### config.mk
export PLATFORM = sky130hd
export DESIGN_NAME = result_drain
export DESIGN_NICKNAME = d
export VERILOG_FILES = /design/src/rtl/matrix_mult_pkg.sv /design/src/rtl/row_element_mux.sv /design/src/rtl/result_drain.sv
export SDC_FILE = /design/constraint.sdc
export NUM_CORES = 1
export LEC_CHECK = 0
export BUFFER_PORTS_ARGS = -buffer_cell sky130_fd_sc_hd__buf_4
export CORE_MARGIN = 4
export CORE_UTILIZATION = 45
export DETAILED_ROUTE_END_ITERATION = 12
export GPL_TIMING_DRIVEN = 0
export PLACE_DENSITY = 0.69
export SYNTH_ARGS = -nofsm -noshare
export SYNTH_HDL_FRONTEND = slang
export SYNTH_SLANG_ARGS = --single-unit
### constraint.sdc
create_clock -name clk -period 23.8 [get_ports clk]
set_clock_uncertainty 0.15 [all_clocks]
set_input_delay 4.76 -clock clk [delete_from_list [all_inputs] [get_ports clk]]
set_output_delay 4.76 -clock clk [all_outputs]
set_load 0.03 [all_outputs]
### src/rtl/matrix_mult_pkg.sv
// Shared constants and types for the matrix multiply engine result path.
package matrix_mult_pkg;

    localparam int BATCH_SIZE          = 8;
    localparam int LOG_BATCH_SIZE      = 3;
    localparam int OUTPUT_FEATURES     = 8;
    localparam int LOG_OUTPUT_FEATURES = 3;
    localparam int OUTPUT_WIDTH        = 16;
    localparam int ROW_WIDTH           = OUTPUT_FEATURES * OUTPUT_WIDTH;

    // One full row of C: element o lives at bits [o*OUTPUT_WIDTH +: OUTPUT_WIDTH].
    typedef logic [ROW_WIDTH-1:0] row_t;

    // Single-buffer phase: collecting rows, or streaming them out.
    typedef enum logic {
        FILL  = 1'b0,
        DRAIN = 1'b1
    } drain_state_e;

endpackage

### src/rtl/row_element_mux.sv
// Selects one element from a packed row; purely combinational.
module row_element_mux #(
    parameter int OUTPUT_FEATURES = 8,
    parameter int OUTPUT_WIDTH    = 16,
    parameter int SEL_WIDTH       = 3
) (
    input  logic [OUTPUT_FEATURES*OUTPUT_WIDTH-1:0] row,
    input  logic [SEL_WIDTH-1:0]                    sel,
    output logic [OUTPUT_WIDTH-1:0]                 elem
);

    logic [OUTPUT_WIDTH-1:0] elems [OUTPUT_FEATURES];

    generate
        for (genvar gi = 0; gi < OUTPUT_FEATURES; gi++) begin : g_split
            assign elems[gi] = row[gi*OUTPUT_WIDTH +: OUTPUT_WIDTH];
        end
    endgenerate

    // Compare-based select so a non-power-of-two element count never indexes out of range.
    always_comb begin
        elem = '0;
        for (int i = 0; i < OUTPUT_FEATURES; i++) begin
            if (sel == SEL_WIDTH'(i)) begin
                elem = elems[i];
            end
        end
    end

endmodule

### src/rtl/result_drain.sv
// Captures BATCH_SIZE rows of C, then streams them element-by-element in
// row-major order over valid/ready. Single buffer alternating FILL / DRAIN.
module result_drain
    import matrix_mult_pkg::*;
(
    input  logic                      clk,
    input  logic                      rst,
    input  logic [ROW_WIDTH-1:0]      wrData,
    input  logic [LOG_BATCH_SIZE-1:0] wrAddr,
    input  logic                      wrEn,
    output logic [OUTPUT_WIDTH-1:0]   outData,
    output logic                      outValid,
    input  logic                      outReady,
    output logic                      outLast,
    output logic                      full,
    output logic                      wrDropped
);

    localparam logic [LOG_BATCH_SIZE-1:0]      R_LAST = LOG_BATCH_SIZE'(BATCH_SIZE - 1);
    localparam logic [LOG_OUTPUT_FEATURES-1:0] C_LAST = LOG_OUTPUT_FEATURES'(OUTPUT_FEATURES - 1);

    drain_state_e                   state_q, state_d;
    logic [BATCH_SIZE-1:0]          bitmap_q, bitmap_d;
    logic [LOG_BATCH_SIZE-1:0]      r_q, r_d;
    logic [LOG_OUTPUT_FEATURES-1:0] c_q, c_d;
    logic                           wr_dropped_q, wr_dropped_d;

    row_t                           row_mem [BATCH_SIZE];
    row_t                           cur_row;
    logic [OUTPUT_WIDTH-1:0]        cur_elem;
    logic [BATCH_SIZE-1:0]          wr_onehot;
    logic                           wr_accept;
    logic                           draining;
    logic                           handshake;
    logic                           last_elem;

    assign draining  = (state_q == DRAIN);
    assign wr_accept = (state_q == FILL) && wrEn && (int'(wrAddr) < BATCH_SIZE);
    assign handshake = draining && outReady;
    assign last_elem = draining && (r_q == R_LAST) && (c_q == C_LAST);

    // One-hot of the row being accepted this cycle, merged into the bitmap.
    generate
        for (genvar gi = 0; gi < BATCH_SIZE; gi++) begin : g_onehot
            assign wr_onehot[gi] = wr_accept && (wrAddr == LOG_BATCH_SIZE'(gi));
        end
    endgenerate

    // Row buffer: plain storage, never reset, written only when a row is accepted.
    always_ff @(posedge clk) begin
        if (wr_accept) begin
            row_mem[wrAddr] <= wrData;
        end
    end

    assign cur_row = row_mem[r_q];

    row_element_mux #(
        .OUTPUT_FEATURES(OUTPUT_FEATURES),
        .OUTPUT_WIDTH   (OUTPUT_WIDTH),
        .SEL_WIDTH      (LOG_OUTPUT_FEATURES)
    ) u_elem_mux (
        .row (cur_row),
        .sel (c_q),
        .elem(cur_elem)
    );

    // Next-state: fill bitmap tracking, phase change, and row/column counters.
    always_comb begin
        state_d      = state_q;
        bitmap_d     = bitmap_q;
        r_d          = r_q;
        c_d          = c_q;
        wr_dropped_d = wrEn && !wr_accept;

        case (state_q)
            FILL: begin
                bitmap_d = bitmap_q | wr_onehot;
                if (&bitmap_d) begin
                    state_d = DRAIN;
                end
            end
            DRAIN: begin
                if (handshake) begin
                    if (last_elem) begin
                        state_d  = FILL;
                        bitmap_d = '0;
                        r_d      = '0;
                        c_d      = '0;
                    end else if (c_q == C_LAST) begin
                        c_d = '0;
                        r_d = r_q + LOG_BATCH_SIZE'(1);
                    end else begin
                        c_d = c_q + LOG_OUTPUT_FEATURES'(1);
                    end
                end
            end
            default: state_d = FILL;
        endcase
    end

    // Control registers; reset aborts any stream in progress and forgets captured rows.
    always_ff @(posedge clk or negedge rst) begin
        if (!rst) begin
            state_q      <= FILL;
            bitmap_q     <= '0;
            r_q          <= '0;
            c_q          <= '0;
            wr_dropped_q <= 1'b0;
        end else begin
            state_q      <= state_d;
            bitmap_q     <= bitmap_d;
            r_q          <= r_d;
            c_q          <= c_d;
            wr_dropped_q <= wr_dropped_d;
        end
    end

    assign outValid  = draining;
    assign full      = draining;
    assign outLast   = last_elem;
    assign outData   = draining ? cur_elem : '0;
    assign wrDropped = wr_dropped_q;

endmodule

==> qor.csv <==
stage,metric,value,unit
status,run_status,completed,
clock_tree,cts_root_buf,clkbuf_16,
place,post-place-ws,15040,ps
detailed_routing,drtIter0Drc,2550,
timing,setup_tns,0,ps
detailed_routing,finalWirelength,98200,um
timing,period_needed,9640,ps
global_routing,grt_max_degree,50,
power,peakVddDrop,140,uV
layout,area_growth,17.8,%
layout,fin_nets,2315,
floorplan,start_util,45.7,%
worst_setup_path,critical_path_peak_fanout,10,
clock_tree,post-cts-setup-buffers,0,
timing,worst_pin_slew,1310,ps
detailed_routing,postRouteAntennaNets,0,
clock_tree,cts_hold_buf,0,
clock_tree,numCtsBuffers,103,
timing,slew_viol_final,0,
worst_setup_path,worstSetupEndpointType,output port,
clock_tree,cts.repair.resized,0,
timing,slew_headroom,12.3,%
synthesis,avgSynthCellArea,21.7,sq um
worst_setup_path,worstPathArrival,4730,ps
global_routing,track_usage,20.8,%
clock_tree,cts_sinks,1040,
detailed_routing,vias_per_cell,5.82,
timing,fin_crit_sh,40.5,%
timing,fin_ws,14160,ps
detailed_routing,wl_per_cell,28.6,um
global_routing,antenna_found_initial,21,
floorplan,rows,108,
timing,fmax,104,MHz
timing,rsz0062_at_grt,false,
global_routing,grt_remaining_overflow,0,
floorplan,coreArea,0.0874,sq mm
synthesis,synth-seq-cells,1040,
place,io_buffers,154,
synthesis,netlist_area,0.0399,sq mm
global_routing,grt_pass1_vias,20400,
detailed_routing,route.vias.total,19900,
clock_tree,cts_tree,built,
place,place_congestion,0.846,
synthesis,synthCells,1837,
detailed_routing,firstDrtPassIters,5,
layout,multi_input_area,0.00827,sq mm
clock_tree,path_clk_slew,60,ps
layout,num-fill-cells,6474,
hold_path,hp-class,reg2reg,
worst_setup_path,path_class,reg2out,
flow_run,max_cap_violations,0,
worst_setup_path,required,18890,ps
timing,holdWs,339,ps
detailed_routing,drcViolationCount,0,
floorplan,die-area,0.0936,sq mm
clock_tree,cts_buffer_depth,3,
synthesis,ys_warn_count,0,
clock_tree,htreeDepth,3,
place,hpwl,67000,um
power,p_leak,14.9,nW
synthesis,netlist-cell-type-count,42,
layout,drive_above_1_share,30.0,%
floorplan,dieWidth,306,um
global_routing,grt_pass1_wl,142000,um
timing,timing.final.hold_violations,0,
layout,seq_area,0.0311,sq mm
floorplan,io_pins,155,
synthesis,yosysSeqAreaShare,78.0,%
worst_setup_path,startpoint_type,flip-flop,
floorplan,die_height,306,um
clock_tree,clkLatencyLatePin,660,ps
synthesis,postSynthNetCount,1980,
timing,setup_viol,0,
power,power_density,104,mW/mm^2
[cell usage after synthesis]
master     number  area, sq um
o21a_1          5         37.5
buf_4          14          105
nor3b_1         2         15.0
a221oi_1       16          140
buf_1           6         22.5
o21ai_0        22          110
a32o_1          1         10.0
and2_1          4         25.0
clkbuf_1       42          158
nand4bb_1       1         11.3
or3_1           1         6.26
nand2_1        78          293
o221ai_1       16          140
mux2_2         33          372
nand4_1        16          100
inv_1           4         15.0
mux4_2        208         4680
o22ai_1        32          200
edfxtp_1     1024        30700
a21o_1          2         15.0
and3_1          2         12.5
nor3_1          5         25.0
a211oi_1       32          240
mux2i_1       112         1120
nand4b_2        1         15.0
nor2b_1         3         18.8
o21ai_1        33          165
a22oi_1        16          120
buf_6          12          135
nand2b_1        4         25.0
dfrtp_1        16          400
a21oi_1        20          100
or3b_2          1         8.76
buf_2          24          120
nor2_1         12         45.0
or2_2           1         6.26
o31ai_1         1         7.51
nand3_1         4         20.0
nor3b_2         1         12.5
a22o_1          1         8.76
ha_1            8          100
nand3b_1        1         7.51
[cell usage in the layout, fill, tap and decap left out, types with 16 or more instances in the layout]
master | netlist | routed
a221oi_1 | 16 | 16
buf_2 | 24 | 24
buf_6 | 12 | 49
diode_2 | 0 | 16
buf_12 | 0 | 17
buf_4 | 14 | 169
nand2_1 | 78 | 78
a22oi_1 | 16 | 16
clkbuf_1 | 42 | 62
o21ai_0 | 22 | 22
o21ai_1 | 33 | 33
clkbuf_16 | 0 | 105
a211oi_1 | 32 | 32
edfxtp_1 | 1024 | 1024
clkinv_1 | 0 | 25
a21oi_1 | 20 | 20
clkinv_2 | 0 | 19
o22ai_1 | 32 | 32
mux4_2 | 208 | 208
mux2_2 | 33 | 33
dfrtp_1 | 16 | 16
o221ai_1 | 16 | 16
mux2i_1 | 112 | 112
nand4_1 | 16 | 16
[layout make-up]
class	instances	share of cell area (%)
diodes	16	0.0851
plain buffers	98	1.15
clock buffers	125	5.75
clock inverters	65	1.11
inverters	4	0.0319
multi-input cells	695	17.6
flip-flops and latches	1040	66.2
well taps	1155	3.07
repair buffers	230	4.99
[registers in the layout, indices dropped and copies added, names as in the netlist]
signal / flops
r_q: 3
c_q: 3
bitmap_q: 8
row_mem: 1024
full: 1
wrDropped: 1
[path summary, 6_finish.rpt]
check / from / endpoint / slack, ps / cells past startpoint
max in group asynchronous: rst / bitmap_q[5] / 19490 / 1
min in group asynchronous: rst / bitmap_q[7] / 3810 / 1
min reg2reg: bitmap_q[3] / bitmap_q[3] / 340 / 1
min: bitmap_q[3] / bitmap_q[3] / 340 / 1
max: c_q[1] / outData[8] / 14160 / 9
max reg2reg: full / row_mem[5][71] / 20350 / 6
[where the power goes]
group | leakage (nW) | switching (W) | internal (W) | total [W]
registers | 9.39 | 0.0000162 | 0.00206 | 0.00207
clock network | 1.58 | 0.000664 | 0.000884 | 0.00155
logic | 3.90 | 0.000771 | 0.000519 | 0.00129
total | 14.9 | 0.00145 | 0.00346 | 0.00491
[stage by stage]
stage               total power, W  area [sq um]  cells  utilization [%]
floorplan                  0.00292         39900   1837                -
global placement           0.00338         42500   3146             48.6
detailed placement         0.00339         43800   3222             50.1
CTS                        0.00493         47000   3412             53.7
global route               0.00508         47000   3415             53.8
finish                     0.00491         47000   3428             53.8
[logic make-up after synthesis]
group	synth area share [%]
flip-flops	78.0
multiplexers	15.5
AO/OA/AOI/OAI	3.24
AND/OR/NAND/NOR	1.62
buffers and inverters	1.39
adder cells (fa/ha/maj)	0.251
[worst max-delay path, cell delays in order (launching register included)]
cell and delay [ps]:
dfrtp_1 400, inv_1 90, ha_1 250, nor3b_1 930, buf_2 420, nand4_1 210, a211oi_1 1070, o21ai_1 190
o21ai_1 270, buf_4 240
[layer usage]
metal	track usage, %	up-vias	share of wire, %
li1	-	8459	-
met1	27.0	10400	38
met2	34.2	892	50
met3	5.94	169	9.5
met4	6.52	14	2.9
met5	0	-	0.096
Note: power is estimated with default switching activity, not from simulation.
